==> src/rtl/fire_dispatch.sv <==
// fire_dispatch: drains fired-neuron tags and streams (dst, weight) synaptic events.
// Optional macro SKIP_ZERO_EN drops zero-weight events before they reach the output buffer.
module fire_dispatch #(
  parameter int numneurons = 2,
  parameter int tagbits = 1,
  parameter int weightbits = 16
) (
  input  logic                  clk,
  input  logic                  asyn_reset,
  input  logic                  start,
  output logic                  busy,
  output logic                  done,
  input  logic                  fifo_empty,
  input  logic [tagbits-1:0]    fifo_tag,
  output logic                  fifo_deq,
  output logic                  w_ren,
  output logic [2*tagbits-1:0]  w_addr,
  input  logic [weightbits-1:0] w_data,
  output logic                  syn_valid,
  input  logic                  syn_ready,
  output logic [tagbits-1:0]    syn_dst,
  output logic [weightbits-1:0] syn_weight,
  output logic [tagbits:0]      spike_count
);
  localparam int cw = tagbits + 1;
  typedef enum logic [1:0] {IDLE, POP, SCAN, FLUSH} state_t;
  state_t r_state, w_next;
  logic [tagbits-1:0] r_src, r_if_dst;
  logic [cw-1:0] r_dst;
  logic r_inflight, r_wp, r_rp;
  logic [1:0] r_cnt;
  logic [2*tagbits-1:0] r_waddr;
  logic [tagbits-1:0] r_bd [2];
  logic [weightbits-1:0] r_bw [2];
  logic w_pop, w_push, w_credit, w_issue, w_last, w_drained;
  assign w_pop = syn_valid && syn_ready;
`ifdef SKIP_ZERO_EN
  assign w_push = r_inflight && (w_data != '0);
`else
  assign w_push = r_inflight;
`endif
  // An entry popping this cycle already frees its slot, keeping full rate with ready high.
  assign w_credit = (r_cnt - 2'(w_pop) + 2'(r_inflight)) < 2'd2;
  assign w_issue = (r_state == SCAN) && w_credit;
  assign w_last = r_dst == cw'(numneurons - 1);
  assign w_drained = (r_cnt == 2'd0) && !r_inflight;
  assign busy = r_state != IDLE;
  assign w_ren = w_issue;
  assign w_addr = w_issue ? {r_src, r_dst[tagbits-1:0]} : r_waddr;
  assign syn_valid = r_cnt != 2'd0;
  assign syn_dst = r_bd[r_rp];
  assign syn_weight = r_bw[r_rp];
  always_comb begin
    w_next = r_state;
    fifo_deq = 1'b0;
    case (r_state)
      IDLE: w_next = start ? POP : IDLE;
      POP: begin
        w_next = fifo_empty ? FLUSH : SCAN;
        fifo_deq = !fifo_empty;
      end
      SCAN: w_next = (w_issue && w_last) ? POP : SCAN;
      FLUSH: w_next = w_drained ? IDLE : FLUSH;
      default: w_next = IDLE;
    endcase
  end
  always_ff @(posedge clk or posedge asyn_reset) begin
    if (asyn_reset) begin
      r_state <= IDLE;
      done <= 1'b0;
      spike_count <= '0;
      r_src <= '0;
      r_dst <= '0;
      r_if_dst <= '0;
      r_waddr <= '0;
      r_inflight <= 1'b0;
      r_wp <= 1'b0;
      r_rp <= 1'b0;
      r_cnt <= 2'd0;
      for (int i = 0; i < 2; i++) begin
        r_bd[i] <= '0;
        r_bw[i] <= '0;
      end
    end else begin
      r_state <= w_next;
      done <= (r_state == FLUSH) && w_drained;
      if (r_state == IDLE && start) spike_count <= '0;
      if (fifo_deq) begin
        r_src <= fifo_tag;
        r_dst <= '0;
        if (~&spike_count) spike_count <= spike_count + cw'(1);
      end
      if (w_issue) begin
        r_dst <= r_dst + cw'(1);
        r_waddr <= w_addr;
        r_if_dst <= r_dst[tagbits-1:0];
      end
      r_inflight <= w_issue;
      if (w_push) begin
        r_bd[r_wp] <= r_if_dst;
        r_bw[r_wp] <= w_data;
        r_wp <= ~r_wp;
      end
      if (w_pop) r_rp <= ~r_rp;
      r_cnt <= r_cnt + 2'(w_push) - 2'(w_pop);
    end
  end
endmodule
==> config.mk <==
export PLATFORM = sky130hd
export DESIGN_NAME = fire_dispatch
export DESIGN_NICKNAME = d
export VERILOG_FILES = /design/src/rtl/fire_dispatch.sv
export SDC_FILE = /design/constraint.sdc
export NUM_CORES = 1
export LEC_CHECK = 0
export BUFFER_PORTS_ARGS = -buffer_cell sky130_fd_sc_hd__buf_2
export CELL_PAD_IN_SITES_DETAIL_PLACEMENT = 0
export CELL_PAD_IN_SITES_GLOBAL_PLACEMENT = 1
export CORE_ASPECT_RATIO = 0.8
export CORE_MARGIN = 3
export CORE_UTILIZATION = 30
export CTS_CLUSTER_SIZE = 28
export DETAILED_ROUTE_END_ITERATION = 10
export GPL_TIMING_DRIVEN = 0
export PLACE_DENSITY_LB_ADDON = 0.05
export SLEW_MARGIN = 10
export SYNTH_ARGS = -nofsm -noshare
export SYNTH_HDL_FRONTEND = slang
export SYNTH_SLANG_ARGS = --single-unit
==> constraint.sdc <==
create_clock -name clk -period 7.55 [get_ports clk]
set_input_delay 1.51 -clock clk [delete_from_list [all_inputs] [get_ports clk]]
set_output_delay 1.51 -clock clk [all_outputs]
set_load 0.03 [all_outputs]
==> impl_results.md <==
* Status: completed
* Max Fclk at about 0.21 GHz
* Seq/Total Area, Yosys at approximately 56%
* Final Core Density at slightly below 40%
* Clock skew at slightly below 0.008 ns
* Cts repair resizes at 0
* DR pass1 iterations at 4
* Vias at around 1,400
* Reg clk slew, reported paths at 0.08 ns
* Relative slew margins at between 60 and 70%
* Hold Crit Class: register to register
* Clock Tree Buf Depth at 2
* Initial Utilization at about a third
* Period Utilization, post-route at a little over three fifths
* Syn_area_per_cell at 14.5 um^2
* Row Count at 27
* Wire length per cell at between 10 and 15 um
* WL final at roughly 4.4 mm
* CTS tree: built
* Die area at around 8500 um^2
* Ports at between 40 and 50
* Mapped Cells at 153
* RSZ-0062 raised after global routing: no
* Post-synth EDFFs at 0
* Yosys cell types at 24
* Critical path arrival at around 3.2 ns
* ANT cells at 0
* Synthesized Nets at 179
* Vias per Instance at approximately 4.6
* Layout cell share with drive strength beyond 1 at 59.6%
* Worst Setup End Kind: primary output
* Post-synth ARST share at between 90% and 100%
* Initial antenna violation count at 0
* Final hold violations at 0
* Largest net degree at the start of global routing at 41
* Fin crit period at ~4.7 ns
* Finish-stage setup viols at 0
* Worst VDD drop at ~0.17 mV
* DR DRC count at 0
* Post-synth top area share at between 50% and 60%
* Primary FF master, synth: dfrtp_1
* Post-synthesis cell area at 2220 um^2
* First-pass GRT wire length at 7.18 mm
* Die X at approximately 100 um
* Adder-cell share of the synthesized area at about 2.2%
* Gr ovfl total at 0
* Clock Sinks at 50
* Mux cell area share after synthesis at between 30% and 40%
* Area grow syn2layout at 21.4%
* Total GRT Usage at 10.8%
* Clk root buf: clkbuf_8
* Core area at 7030 um^2
* Nets at ~230
* Post-synthesis xor/xnor area fraction at about 1.9%
* IO buf count at 47
* Most frequent cell after synthesis: mux2_2
* Vias in the first global route at 1,486
* Synth area leader: dfrtp_1
* Final max-slew violation count at 0
* Worst slew pin tran at about 0.6 ns
* Synth Area in Compound Gates at under 10%
* Hold Buf Count CTS at 0
* Tot Pwr at 1.39 mW
* H-tree levels at 2
* Worst-Skew Late Latency at roughly 0.29 ns
* Initial DRC count at 16
* Setup TNS at 0 ns
* Synthesis warning total at 0
* Combinational family with the most area after synthesis: multiplexers
* Die Y at ~83 um
* Startpoint types: input pin
* DRT antenna net count at 0
* Static Leak at 1.29 nW
* Post-synth top cells: mux2_2 (57), dfrtp_1 (50), inv_1 (10)
* Crit-path max FO at 9
* Worst path required time at approximately 6 ns
* Pwr dens at around 500 nW/um^2
* Inserted Clock Buffers at 5
* Critical Setup Path Class: input pin to primary output
* RD Place Congestion at 0.748
* Simple-Gate Fraction of Synth Area at 4.61%
* HPWL Detailed at ~3.3 mm
* Setup Buffers After CTS at 0
* Max_cap viols at 0
* Seq cells post-synth at 50
* Synth area leaders: dfrtp_1 (56%), mux2_2 (29%), ha_1 (2.2%)
## flip-flops by register name, summed over array words and instances, names as in the netlist, 2 cells and up
register	cells
r_state	2
r_cnt	2
r_waddr	2
spike_count	2
r_bd	2
r_bw	32
r_dst	2
## stage by stage
step	instances	cell area (um^2)	setup WS (ns)	hold slack [ns]
finish	295	2700	2.80	0.507
global route	295	2700	2.71	0.528
CTS	295	2700	2.78	0.512
detailed placement	288	2590	2.78	0.489
global placement	287	2570	2.83	0.481
floorplan	153	2220	3.08	0.474
## cell usage in the layout (no fill, tap or decap)
| cell | n |
|---|---|
| buf_12 | 1 |
| nand3_4 | 1 |
| clkbuf_8 | 6 |
| buf_2 | 50 |
| mux2_2 | 57 |
| dfrtp_1 | 50 |
| or3b_4 | 1 |
| o21ai_0 | 1 |
| nor4b_1 | 1 |
| or2_2 | 1 |
| mux2i_1 | 4 |
| nor2b_1 | 1 |
| ha_1 | 4 |
| xnor3_2 | 1 |
| buf_4 | 2 |
| nor3_1 | 1 |
| o21bai_1 | 1 |
| xor2_1 | 2 |
| o221ai_1 | 1 |
| nand2_2 | 1 |
| or3b_2 | 1 |
| inv_1 | 9 |
| bufinv_16 | 1 |
| inv_2 | 1 |
| nor2_1 | 1 |
| nand2_1 | 6 |
| a311oi_1 | 1 |
| and2_1 | 1 |
## where the power goes
part / leakage [nW] / switching, mW / internal, mW / total, mW
sequential: 0.596 / 0.0782 / 0.404 / 0.482
clock: 0.0573 / 0.0846 / 0.106 / 0.191
combinational: 0.632 / 0.398 / 0.316 / 0.714
total: 1.29 / 0.561 / 0.826 / 1.39
## path summary, 6_finish.rpt
kind / start / end / slack, ns / cells past startpoint
setup / recovery: syn_ready / w_addr[0] / 2.80 / 9
hold / removal: r_bw[24] / r_bw[24] / 0.51 / 1
setup reg to reg: r_cnt[1] / r_waddr[1] / 5.20 / 8
hold reg to reg: r_bw[24] / r_bw[24] / 0.51 / 1
max in group asynchronous: asyn_reset / r_bw[12] / 5.92 / 3
min in group asynchronous: asyn_reset / spike_count[1] / 1.13 / 2
## final cells by class
cell class | count | area, um^2
Clock inverter | 1 | 30.0
Clock buffer | 6 | 82.6
Buffer | 5 | 30.0
Tap cell | 87 | 109
Fill cell | 671 | 4330
Timing Repair Buffer | 48 | 255
Sequential cell | 50 | 1250
Multi-Input combinational cell | 88 | 906
Inverter | 10 | 37.5
## metal layers
layer	wire (um)	GRT usage (%)
met4	21	2.50
met1	2050	14.1
met3	214	3.27
met5	0	0
met2	2140	17.4
## critical path, stage by stage
cell and delay (ns):
buf_2 0.10, and2_1 0.15, ha_1 0.27, inv_1 0.06, ha_1 0.14, xnor3_2 0.30
nand3_4 0.18, mux2_2 0.35, buf_2 0.18
## cells by family (layout without fill, tap and decap cells)
| kind of cell | count (synthesis) | count (layout) |
|---|---|---|
| buffers and inverters | 15 | 70 |
| AO/OA/AOI/OAI | 4 | 4 |
| flip-flops | 50 | 50 |
| AND/OR/NAND/NOR | 16 | 16 |
| adder cells (fa/ha/maj) | 4 | 4 |
| multiplexers | 61 | 61 |
| XOR/XNOR | 3 | 3 |
Power figures use the tool's default switching activity.
